## config.mk

```make
export PLATFORM = sky130hd
export DESIGN_NAME = rs_encoder
export DESIGN_NICKNAME = d
export VERILOG_FILES = /design/src/rtl/rs_pkg.sv /design/src/rtl/gf_mul_const.sv /design/src/rtl/rs_encoder.sv
export SDC_FILE = /design/constraint.sdc
export NUM_CORES = 1
export LEC_CHECK = 0
export CAP_MARGIN = 10
export CORE_ASPECT_RATIO = 0.7
export CORE_UTILIZATION = 45
export CTS_BUF_LIST = sky130_fd_sc_hd__clkbuf_2
export DETAILED_ROUTE_END_ITERATION = 8
export DONT_BUFFER_PORTS = 1
export GPL_TIMING_DRIVEN = 0
export PLACE_DENSITY = 0.64
export SLEW_MARGIN = 20
export SYNTH_ARGS = -nofsm -noshare
export SYNTH_HDL_FRONTEND = slang
export SYNTH_SLANG_ARGS = --single-unit
```

## constraint.sdc

```tcl
create_clock -name Clk -period 6.72 [get_ports Clk]
set_input_delay 1.344 -clock Clk [delete_from_list [all_inputs] [get_ports Clk]]
set_output_delay 1.344 -clock Clk [all_outputs]
set_load 0.01 [all_outputs]
```

## src/rtl/rs_pkg.sv

```systemverilog
// Shared constants, state type and GF(2^8) helper for the RS(204,188) encoder.
package rs_pkg;

    localparam int N_MSG = 188;
    localparam int N_PAR = 16;

    localparam logic [8:0] POLY = 9'h11D;

    // g(x) coefficients, index i is the coefficient of x^i (x^16 term is implicit 1).
    localparam logic [7:0] G_COEF [0:15] = '{
        8'd59,  8'd36,  8'd50,  8'd98,  8'd229, 8'd41,  8'd65,  8'd163,
        8'd8,   8'd30,  8'd209, 8'd68,  8'd189, 8'd104, 8'd13,  8'd59
    };

    typedef enum logic {
        MSG = 1'b0,
        PAR = 1'b1
    } state_t;

    function automatic logic [7:0] gf_mul(input logic [7:0] a, input logic [7:0] b);
        logic [7:0] acc;
        logic [7:0] x;
        acc = 8'h00;
        x   = a;
        for (int i = 0; i < 8; i++) begin
            if (b[i]) acc = acc ^ x;
            x = {x[6:0], 1'b0} ^ (x[7] ? POLY[7:0] : 8'h00);
        end
        return acc;
    endfunction

endpackage

```

## src/rtl/gf_mul_const.sv

```systemverilog
// Multiply a GF(2^8) byte by a fixed constant; folds to a pure XOR network.
module gf_mul_const
    import rs_pkg::*;
#(
    parameter logic [7:0] C = 8'h01
) (
    input  logic [7:0] operand,
    output logic [7:0] product
);

    assign product = gf_mul(operand, C);

endmodule

```

## src/rtl/rs_encoder.sv

```systemverilog
// Systematic RS(204,188) encoder: message bytes pass through, then 16 parity
// bytes are shifted out of an LFSR that divides by g(x).
module rs_encoder
    import rs_pkg::*;
(
    input  logic       Clk,
    input  logic       Reset,
    input  logic [7:0] In_Data,
    input  logic       In_Valid,
    output logic       In_Ready,
    output logic [7:0] Out_Data,
    output logic       Out_Valid,
    input  logic       Out_Ready,
    output logic       Out_Sop,
    output logic       Out_Eop
);

    state_t     state;
    state_t     state_nxt;
    logic [7:0] count;
    logic [7:0] count_nxt;
    logic       out_free;
    logic       accept;
    logic       emit;
    logic [7:0] fb;
    logic [7:0] lfsr [0:N_PAR-1];
    logic [7:0] prod [0:N_PAR-1];

    assign out_free = !Out_Valid || Out_Ready;

    // NOTE: every signal written here gets a default first, so no path leaves one unassigned (no latch).
    always_comb begin
        state_nxt = state;
        count_nxt = count;
        In_Ready  = 1'b0;
        accept    = 1'b0;
        emit      = 1'b0;
        case (state)
            MSG: begin
                In_Ready = out_free;
                accept   = In_Valid && out_free;
                if (accept) begin
                    if (count == 8'(N_MSG - 1)) begin
                        state_nxt = PAR;
                        count_nxt = 8'd0;
                    end else begin
                        count_nxt = count + 8'd1;
                    end
                end
            end
            PAR: begin
                emit = out_free;
                if (emit) begin
                    if (count == 8'(N_PAR - 1)) begin
                        state_nxt = MSG;
                        count_nxt = 8'd0;
                    end else begin
                        count_nxt = count + 8'd1;
                    end
                end
            end
            default: state_nxt = MSG;
        endcase
    end

    // NOTE: sequential state uses non-blocking assignments so all flops update from pre-edge values.
    always_ff @(posedge Clk or posedge Reset) begin
        if (Reset) begin
            state <= MSG;
            count <= 8'd0;
        end else begin
            state <= state_nxt;
            count <= count_nxt;
        end
    end

    // Zero feedback while emitting parity turns the division into a plain shift with zero fill.
    assign fb = (state == MSG) ? (In_Data ^ lfsr[N_PAR-1]) : 8'h00;

    for (genvar i = 0; i < N_PAR; i++) begin : g_mul
        gf_mul_const #(.C(G_COEF[i])) u_mul (
            .operand(fb),
            .product(prod[i])
        );
    end

    // NOTE: the LFSR is 16 flip-flop bytes, not a RAM, so it is reset like any other state.
    always_ff @(posedge Clk or posedge Reset) begin
        if (Reset) begin
            for (int i = 0; i < N_PAR; i++) lfsr[i] <= 8'h00;
        end else if (accept || emit) begin
            lfsr[0] <= prod[0];
            for (int i = 1; i < N_PAR; i++) lfsr[i] <= lfsr[i-1] ^ prod[i];
        end
    end

    always_ff @(posedge Clk or posedge Reset) begin
        if (Reset) begin
            Out_Data  <= 8'h00;
            Out_Valid <= 1'b0;
            Out_Sop   <= 1'b0;
            Out_Eop   <= 1'b0;
        end else if (accept) begin
            Out_Data  <= In_Data;
            Out_Valid <= 1'b1;
            Out_Sop   <= (count == 8'd0);
            Out_Eop   <= 1'b0;
        end else if (emit) begin
            Out_Data  <= lfsr[N_PAR-1];
            Out_Valid <= 1'b1;
            Out_Sop   <= 1'b0;
            Out_Eop   <= (count == 8'(N_PAR - 1));
        end else if (out_free) begin
            Out_Valid <= 1'b0;
            Out_Sop   <= 1'b0;
            Out_Eop   <= 1'b0;
        end
    end

endmodule
```

# After elaboration in Yosys (flattened, before gate mapping)

Index checks and enable logic that the tools add are counted.

Reduce and logical (&&, ||, !) cells: 8
$mul: 0
Mux-type cells: 30
Add/sub/neg operators: 1
Shifts and indexed selects: 0
Bitwise gates (word level): 55
Equality and inequality tests: 4
Magnitude comparators: 0
Div/mod/pow operators: 0

Operators with widths:

| operator              | number |
|---|---|
| $xor A8 B8 Y8         | 54 |
| $mux W8               | 7 |
| $mux W5               | 7 |
| $pmux W8 S2           | 1 |
| $mux W1               | 14 |
| $add A8 B1 Y8 const B | 1 |
| $eq A8 B4 Y1 const B  | 1 |
| $eq A8 B8 Y1 const B  | 1 |
| $logic_not A8 Y1      | 1 |
| $reduce_bool A3 Y1    | 1 |
| $logic_or A1 B1 Y1    | 2 |
| $ne A2 B1 Y1 const B  | 1 |
| $ne A2 B2 Y1 const B  | 1 |
| $pmux W1 S2           | 1 |
| $reduce_and A2 Y1     | 1 |
| $reduce_bool A2 Y1    | 1 |
| $logic_and A1 B1 Y1   | 1 |
| $logic_not A1 Y1      | 1 |
| $not A1 Y1            | 1 |

Memories: 0
Latch bits: 0
Register bits: 148
Bits in read-only memories: 0
Memory bits (writable): 0

# Logic depth before layout (Yosys ltp)

Gate-level depths: netlist of the first run.

Depth after elaboration: 18
Depth in mapped cells: 8
Gate-level depth less buffers: 7

# Hierarchy

From an unflattened synthesis of the first run, not the netlist that was laid out.

Cells, all modules: 903
Area, all modules: 9596.7 µm²

Modules (own cells, without submodules):

| module                             | cells an instance | area an instance (µm²) | instances |
|---|---|---|---|
| rs_encoder                         | 668               | 6701.4                 | 1 |
| gf_mul_const at g_mul[0].u_mul ... | 15                | 180.2                  | 2 |
| gf_mul_const at g_mul[4].u_mul     | 14                | 276.5                  | 1 |
| gf_mul_const at g_mul[10].u_mul    | 17                | 261.5                  | 1 |
| gf_mul_const at g_mul[9].u_mul     | 16                | 226.5                  | 1 |
| gf_mul_const at g_mul[12].u_mul    | 16                | 221.5                  | 1 |
| gf_mul_const at g_mul[7].u_mul     | 14                | 210.2                  | 1 |
| gf_mul_const at g_mul[1].u_mul     | 14                | 186.4                  | 1 |
| gf_mul_const at g_mul[13].u_mul    | 17                | 185.2                  | 1 |
| gf_mul_const at g_mul[14].u_mul    | 17                | 180.2                  | 1 |
| gf_mul_const at g_mul[3].u_mul     | 15                | 170.2                  | 1 |
| gf_mul_const at g_mul[11].u_mul    | 14                | 138.9                  | 1 |
| gf_mul_const at g_mul[5].u_mul     | 15                | 138.9                  | 1 |
| gf_mul_const at g_mul[2].u_mul     | 12                | 132.6                  | 1 |
| 2 more rows                        | --                | --                     | -- |

# Worst setup path before layout of the first run

No wires, ideal clock.

Path kind: input port to flip-flop
From: input port In_Data[5]
To: register lfsr[21] (netlist bit)
Path slack: 3.439 ns
Library setup time: 0.077 ns
Required time: 6.643 ns
Arrival time: 3.204 ns
Cell stages on the path: 7
Path through: xnor2_4 > xnor3_1 > and2_4 > buf_6 > xnor3_2 > xnor3_1 > a21oi_1

Cells in the longest elaborated chain, start to end: 11
Elaborated cells between the ends (all ways): 12

RTL lines:

| what                             | line                       | RTL |
|---|---|---|
| start, declared                  | rs_encoder.sv:8            | `input logic [7:0] In_Data,` |
| $xor A8 B8 Y8 (*)                | rs_encoder.sv:78           | `assign fb = (state == MSG) ? (In_Data ^ lfsr[N_PAR-1]) : 8'h00;` |
| $mux W8 (*)                      | rs_encoder.sv:78           |  |
| $xor A8 B8 Y8 (*) (2 in series)  | rs_pkg.sv:27               | `x = {x[6:0], 1'b0} ^ (x[7] ? POLY[7:0] : 8'h00);` |
| $mux W5 (*)                      | rs_pkg.sv:27               |  |
| $xor A8 B8 Y8 (*) (3 in series)  | rs_pkg.sv:27               |  |
| $xor A8 B8 Y8 (on tied branches) | rs_pkg.sv:26, rs_pkg.sv:27 |  |
| $xor A8 B8 Y8 (*)                | rs_pkg.sv:26               | `if (b[i]) acc = acc ^ x;` |
| $xor A8 B8 Y8 (*)                | rs_encoder.sv:93           | `for (int i = 1; i < N_PAR; i++) lfsr[i] <= lfsr[i-1] ^ prod[i];` |
| end, declared                    | rs_encoder.sv:26           | `logic [7:0] lfsr [0:N_PAR-1];` |

Every way passes the cells marked *; elsewhere a longest branch is shown, timed or not.
A chain may end at the register's enable or synchronous reset.

# Worst setup path in the final report of the first run

From: register state
To: output port In_Ready

Cells in the longest elaborated chain, start to end: 1

RTL lines:

| what                   | line             | RTL |
|---|---|---|
| start, declared        | rs_encoder.sv:18 | `state_t state;` |
| start signal, assigned | rs_encoder.sv:72 | `state <= state_nxt;` |
| $mux W1                | rs_encoder.sv:38 | `case (state)` |
| end, declared          | rs_encoder.sv:10 | `output logic In_Ready,` |

No other way between the ends.

==> metrics.txt, run 1 <==
first-iteration detailed-routing DRC count 522; final core occ 50.5%; clock buffer depth 2; r2r worst-path depth 6; Worst slew margin 31.2%; Main synth FF type dfrtp_1; Yosys reg bits 148; Tightest Pin Transition 1030 ps; starting utilization of the core area 46.9%; Die W 167 µm; Worst-path clk slew 280 ps; CTS tree built; std cell rows 41; top layer in use met4; Routed wire per std cell 21.3 µm; r2r startpoint state; drt total wl 23100 µm; reg2reg end lfsr[85]; Root Driver clkbuf_2; TritonRoute pass-1 iters 5; # Post-CTS Setup Buffers 0; H-tree depth 4; register area share after synthesis 43.2%; Crit path required time 5380 ps; CP Launch Type register; post-DP HPWL 16300 µm; # DRC 0; Max-Cap Viols 0; Cell variety after synth 50; worst hold path class in2async; Post-Syn Area per Cell 10.5 µm²; crit path DAT 2870 ps; core area 18300 µm²; number of global-route vias before repair 5798; area grow syn2layout 7.83%; max-slew violations 0; Fillers 1674; fin crit period 4210 ps; post-detailed-route via-to-cell ratio 5.53; most used cell, CP buf_2; WS Path Type reg2out; antenna violations before repair 0; Worst Path Max Fanout 10; Met1 Wirelength 11600 µm; Post-synth top cells dfrtp_1, xnor2_1, nand2_1, o21ai_0, nor2_1; first-pass GRT wire length 35800 µm; placed cells 1054; die footprint 19600 µm²; IO Port Bufs 0; TritonCTS Buffers 17; Final #Nets 851; count leader, synth dfrtp_1; largest net degree at the start of global routing 85; ys async rst share 100%; # diodes 0; area leader, netlist dfrtp_1; Met2 Wirelength 9190 µm; CP max stage cell dfrtp_1; final hold viol count 0; fin cells 1086; status finished clean; Mapped Cells 817; Reg area 3700 µm²; total length of routed met3 wires 2040 µm; IO Count 24; RSZ-0062 raised after global routing no; Antenna Nets Post-Route 0; CP Cell Sequence buf_2 > buf_2 > clkbuf_1 > buf_2 > nor2_1; Synth Cell Area 8580 µm²; register-to-register setup slack 3380 ps; GPL Wtd Cong 0.850; period utilization 62.7%; Worst setup startpoint state; Mapped Nets 831; clk_lat worst skew 770 ps; synth warn 0; setup TNS 0 ps; fmax 237 MHz; Die Ht 118 µm; post-synth top area share 43.2%; share of post-route cells with drive strength above 1 9.41%; hold_buf cts 0; clock skew 46.6 ps; number of synthesized flops with an enable pin 0; Tot GR Track Use 24.9%; Setup violations, final 0; grt total ovfl 0; Vias 6005; largest cells by area after synthesis dfrtp_1, xnor2_1, xnor3_1, o21ai_0, nand2_1; cts repair resizes 0; Clock Sinks 148; crit end category output pin; max incr delay on CP 480 ps; Multi-input gate area 4690 µm²
-- registers in the layout, indices dropped and copies added (netlist names) --
name	count
Out_Sop	1
Out_Data	8
Out_Valid	1
Out_Eop	1
lfsr	128
count	8
state	1
-- cell families (layout without fill, tap and decap cells) --
group,after synthesis,count (layout),share of synthesized area [%]
muxes,5,5,0.642
adders and majority gates,2,2,0.292
buffers and inverters,45,78,2.23
DFF,148,148,43.2
AOI/OAI and AO/OA,158,158,10.1
and+or+nand+nor,225,225,11.8
xor gates and xnor gates,234,234,31.8
-- per-layer routing --
layer  track usage, %  vias up
met2             32.1      220
met5                0        -
met4             5.73        0
li1                 -     2746
met3             5.72       22
met1             41.0     3017
-- critical path, delay by kind of cell, from the launching register on --
kind | cells | cell delay (ps)
buf+inv | 4 | 1480
flops | 1 | 480
simple gates | 1 | 140
-- area by class of cell --
class,instances,share of cell area (%)
buffer,41,1.91
clock inverter,14,2.72
sequential,148,40.0
clock buffer,18,0.974
multi-input combinational,624,50.6
inverter,4,0.243
tap,236,3.19
timing repair buffer,1,0.297
-- stage by stage --
stage / area [µm²] / hold WS [ps] / setup slack [ps]
final: 9250 / 458 / 2510
after floorplan: 8580 / 441 / 1400
after detailed placement: 8910 / 471 / 2570
after CTS: 9250 / 434 / 2470
after global placement: 8880 / 459 / -426
after global routing: 9250 / 444 / 2280
-- worst max path at each step --
| stage | endpoint | slack, ps | cells after the start |
|---|---|---|---|
| final | In_Ready | 2510 | 5 |
| after global routing | In_Ready | 2280 | 5 |
| after CTS | In_Ready | 2470 | 5 |
| after detailed placement | lfsr[52] | 2570 | 8 |
| after global placement | lfsr[55] | -430 | 1 |
| after floorplan | Out_Data[0] | 1400 | 1 |
-- cells in the final DEF (no fill, tap or decap), drive strengths merged, types with 3 or more instances in the layout --
cell type	synthesis	final
xnor2	149	149
o21ai	85	85
nor3	4	4
xnor3	31	31
inv	3	5
dfrtp	148	148
buf	12	13
xor3	7	7
nor2b	3	3
clkinv	1	6
o31ai	4	4
mux2	4	4
and2	3	3
and3	3	3
clkbuf	29	47
o211ai	3	3
bufinv	0	6
a22oi	8	8
nor2	84	84
a211o	3	3
xor2	47	47
a21oi	49	49
nand2	111	111
nand3	6	6
Power of run 1 is left out: the tool's default activity adds up to more than one toggle a clock period on the data nets, which glitch-free logic cannot reach.
==> run 2, diff against run 1 <==
--- a/config.mk
+++ b/config.mk
@@ -12,7 +12,7 @@
 export DETAILED_ROUTE_END_ITERATION = 8
 export DONT_BUFFER_PORTS = 1
 export GPL_TIMING_DRIVEN = 0
-export PLACE_DENSITY = 0.64
+export PLACE_DENSITY = 0.66
 export SLEW_MARGIN = 20
 export SYNTH_ARGS = -nofsm -noshare
 export SYNTH_HDL_FRONTEND = slang
==> constraint.sdc (replaced) <==
create_clock -name Clk -period 3.55 [get_ports Clk]
set_input_delay 0.71 -clock Clk [delete_from_list [all_inputs] [get_ports Clk]]
set_output_delay 0.71 -clock Clk [all_outputs]
set_load 0.01 [all_outputs]
==> metrics.txt, run 2 (synthesis results as in run 1) <==
commonest non-fill, non-tap cell in the layout dfrtp_1; worst setup path end lfsr[6]; post-detailed-route via-to-cell ratio 5.45; Tot GR Track Use 24.9%; std cell rows 41; H-tree depth 4; post-DP HPWL 16900 µm; Crit path required time 4240 ps; worst hold path class in2reg; register-to-register setup slack 190 ps; first-iteration detailed-routing DRC count 528; share of post-route cells with drive strength above 1 9.57%; Routed wire per std cell 21.3 µm; Worst setup startpoint Out_Valid; clock skew 54.6 ps; CTS tree built; final hold viol count 0; IO Port Bufs 0; clk_lat worst skew 770 ps; CP Launch Type register; crit path DAT 4050 ps; area grow syn2layout 8.47%; # DRC 0; Final #Nets 859; fin cells 1093; Die Ht 118 µm; grt total ovfl 0; reg2reg end lfsr[6]; status finished clean; r2r worst-path depth 8; max FFs per register 128; commonest cells after routing, fill and taps aside dfrtp_1, xnor2_1, nand2_1; Max-Cap Viols 0; Die W 167 µm; core area 18300 µm²; TritonRoute pass-1 iters 5; die footprint 19600 µm²; fmax 297 MHz; Root Driver clkbuf_2; antenna violations before repair 0; fin crit period 3360 ps; clock buffer depth 2; top flop regs lfsr: 128 flops, Out_Data: 8 flops, count: 8 flops; Worst-path clk slew 260 ps; crit end category register; Top reg by flops lfsr; # diodes 0; Fillers 1677; number of global-route vias before repair 5886; Clock Sinks 148; r2r startpoint Out_Valid; Antenna Nets Post-Route 0; GPL Wtd Cong 0.892; starting utilization of the core area 46.9%; TritonCTS Buffers 17; WS Path Type reg2reg; largest net degree at the start of global routing 31; Vias 5953; placed cells 1058; first-pass GRT wire length 35800 µm; period utilization 94.8%; drt total wl 23300 µm; max-slew violations 0; IO Count 24; Tightest Pin Transition 1080 ps; Setup violations, final 0; Worst slew margin 27.4%; worst hold-check slack 72.5 ps; setup TNS 0 ps; RSZ-0062 raised after global routing no; Worst Path Max Fanout 10
==> run 2: final cells by class <==
cell class	instances	area (µm²)	share of cell area, %
clock inverter	13	181	1.95
buffer	40	173	1.86
tap	236	295	3.17
clock buffer	18	90.1	0.968
timing repair buffer	10	158	1.69
sequential	148	3700	39.8
inverter	4	18.8	0.202
multi-input combinational	624	4690	50.4
==> run 2: what timing repair did <==
item,CTS,global route
endpoints found under the hold margin,19,1
gates resized for setup,0,1
pin swaps,0,0
setup endpoints to repair,1,6
setup buffers,0,0
hold buffers,4,1
==> run 2: metal layers <==
| layer | global-route usage, % | up-vias | share of wire [%] |
|---|---|---|---|
| met5 | 0 | - | 0 |
| met4 | 6.42 | 0 | 1.7 |
| met3 | 8.24 | 25 | 8.9 |
| met2 | 33.6 | 199 | 41 |
| met1 | 37.9 | 2966 | 49 |
| li1 | - | 2763 | - |
==> run 2: critical path, stage by stage (launching register included) <==
cell	delay, ps
dfrtp_1	460
nor2b_1	140
clkbuf_1	330
nor3b_2	200
nor2_1	710
clkbuf_1	640
clkbuf_1	560
nand2_1	130
o21ai_0	100
==> run 2: how the worst min path moves through the flow <==
stage	from	to	slack [ps]	cells after the start
final	In_Data[0]	Out_Data[0]	70	2
after global routing	In_Data[0]	Out_Data[0]	10	2
after CTS	In_Data[3]	Out_Data[3]	4	2
after detailed placement	lfsr[124]	lfsr[124]	460	2
after global placement	lfsr[124]	lfsr[124]	460	2
after floorplan	lfsr[124]	lfsr[124]	440	2
==> run 2: metrics by stage <==
step | util, % | cell area (µm²) | worst slack [ps]
after global routing | 50.8 | 9310 | 59.7
final | 50.8 | 9310 | 185
after global placement | 48.5 | 8880 | 1.83
after detailed placement | 49.1 | 8990 | 1.58
after floorplan | - | 8580 | 903
after CTS | 50.8 | 9300 | 178
Power of run 2 is left out for the same reason.
==> run 3, diff against run 2 <==
--- a/config.mk
+++ b/config.mk
@@ -12,7 +12,7 @@
 export DETAILED_ROUTE_END_ITERATION = 8
 export DONT_BUFFER_PORTS = 1
 export GPL_TIMING_DRIVEN = 0
-export PLACE_DENSITY = 0.66
+export PLACE_DENSITY = 0.64
 export SLEW_MARGIN = 20
 export SYNTH_ARGS = -nofsm -noshare
 export SYNTH_HDL_FRONTEND = slang
==> constraint.sdc (replaced) <==
create_clock -name Clk -period 3.46 [get_ports Clk]
set_input_delay 0.692 -clock Clk [delete_from_list [all_inputs] [get_ports Clk]]
set_output_delay 0.692 -clock Clk [all_outputs]
set_load 0.01 [all_outputs]
==> metrics.txt, run 3 (synthesis results as in run 1) <==
status finished clean; grt total ovfl 0; Vias 6009; core area 18300 µm²; Tot GR Track Use 25.2%; most used cell, CP xnor2_1; # Post-CTS Setup Buffers 0; Final WS setup 172 ps; post-DP HPWL 16800 µm; IO Port Bufs 0; max-slew violations 0; Final #Nets 859; largest net degree at the start of global routing 35; die footprint 19600 µm²; # DRC 0; first-pass GRT wire length 36200 µm; Finished Cell Area 9280 µm²; max incr delay on CP 870 ps; period utilization 95.0%; worst hold path class in2reg; Worst slew margin 26.0%; clk_lat worst skew 750 ps; first-iteration detailed-routing DRC count 618; share of post-route cells with drive strength above 1 10.1%; CTS tree built; Setup violations, final 0; Top reg by flops lfsr; max FFs per register 128; Die W 167 µm; pre-CTS WS 10.4 ps; number of global-route vias before repair 5849; area grow syn2layout 8.14%; Root Driver clkbuf_2; H-tree depth 4; fin crit period 3290 ps; Crit path required time 4120 ps; clock buffer depth 2; hold endpoint Out_Data[0]; WS Path Type reg2reg; final hold viol count 0; # diodes 0; r2r worst-path depth 6; Die Ht 118 µm; placement-stage cell area 8990 µm²; crit path DAT 3940 ps; IO Count 24; hold_sp In_Data[0]; Antenna Nets Post-Route 0; worst hold-check slack 93.2 ps; hold depth 2; starting utilization of the core area 46.9%; fmax 304 MHz; commonest non-fill, non-tap cell in the layout dfrtp_1; Worst-path clk slew 240 ps; GPL Wtd Cong 0.901; RSZ-0062 raised after global routing no; final core occ 50.7%; Clock Sinks 148; Max-Cap Viols 0; TritonRoute pass-1 iters 5; crit end category register; Worst Path Max Fanout 7; top flop regs lfsr: 128 flops, Out_Data: 8 flops, count: 8 flops; std cell rows 41; register-to-register setup slack 170 ps; drt total wl 23400 µm; CP Launch Type register; TritonCTS Buffers 17; r2r startpoint lfsr[7]; CP max stage cell nor2_1; Tightest Pin Transition 1110 ps; post-detailed-route via-to-cell ratio 5.49; commonest cells after routing, fill and taps aside dfrtp_1, xnor2_1, nand2_1; clock skew 50.1 ps; CP Cell Sequence xnor2_2 > xnor2_1 > nor2_1 > xnor2_1 > xnor3_1 > mux2_2; antenna violations before repair 0; Routed wire per std cell 21.4 µm; reg2reg end lfsr[2]
## run 3: cell types whose count changed in the layout (fill, tap and decap cells not counted), sizes merged, moves of 2 or more
cell	before	now
buf	17	15
bufinv	4	2
clkbuf	46	48
clkinvlp	4	6
## run 3: per-layer routing
layer,GRT usage (%),wire (µm),up-vias
li1,-,-,2757
met1,39.2,11700,3008
met2,33.4,9450,217
met3,8.27,1920,27
met4,5.67,397,0
met5,0,0,-
## run 3: metrics by stage
step / TNS [ps] / std cells
finish: 0 / 1094
global route: 0 / 1094
CTS: 0 / 1091
detailed placement: 0 / 1058
global placement: -504 / 1053
floorplan: 0 / 817
## run 3: timing repair
action                                  CTS  global route
endpoints found under the hold margin    22             3
hold buffers                              2             3
resized for setup                         0             8
endpoints found under the setup margin    1            83
## run 3: worst max-delay path by stage
stage	slack (ps)	cells after the start	end	startpoint
3_3_place_gp	-10	1	lfsr[42]	Reset
3_5_place_dp	10	8	lfsr[88]	Out_Ready
5_1_grt	90	4	In_Ready	state
4_1_cts	160	7	lfsr[92]	state
2_1_floorplan	830	7	lfsr[21]	In_Data[5]
6_report	170	6	lfsr[2]	lfsr[7]
## run 3: area by class of cell
class | instances | area [µm²]
fill | 1673 | 9030
multi-input combinational | 624 | 4690
sequential | 148 | 3700
tap | 236 | 295
buffer | 40 | 184
timing repair buffer | 10 | 158
clock inverter | 13 | 134
clock buffer | 19 | 95.1
inverter | 4 | 18.8
## run 3: critical path: cells and delay by family, from the launching register on
kind	cells	cell delay (ps)
xor+xnor	4	1530
mux	1	270
simple gates	1	870
flops	1	560
Power of run 3 is left out for the same reason.
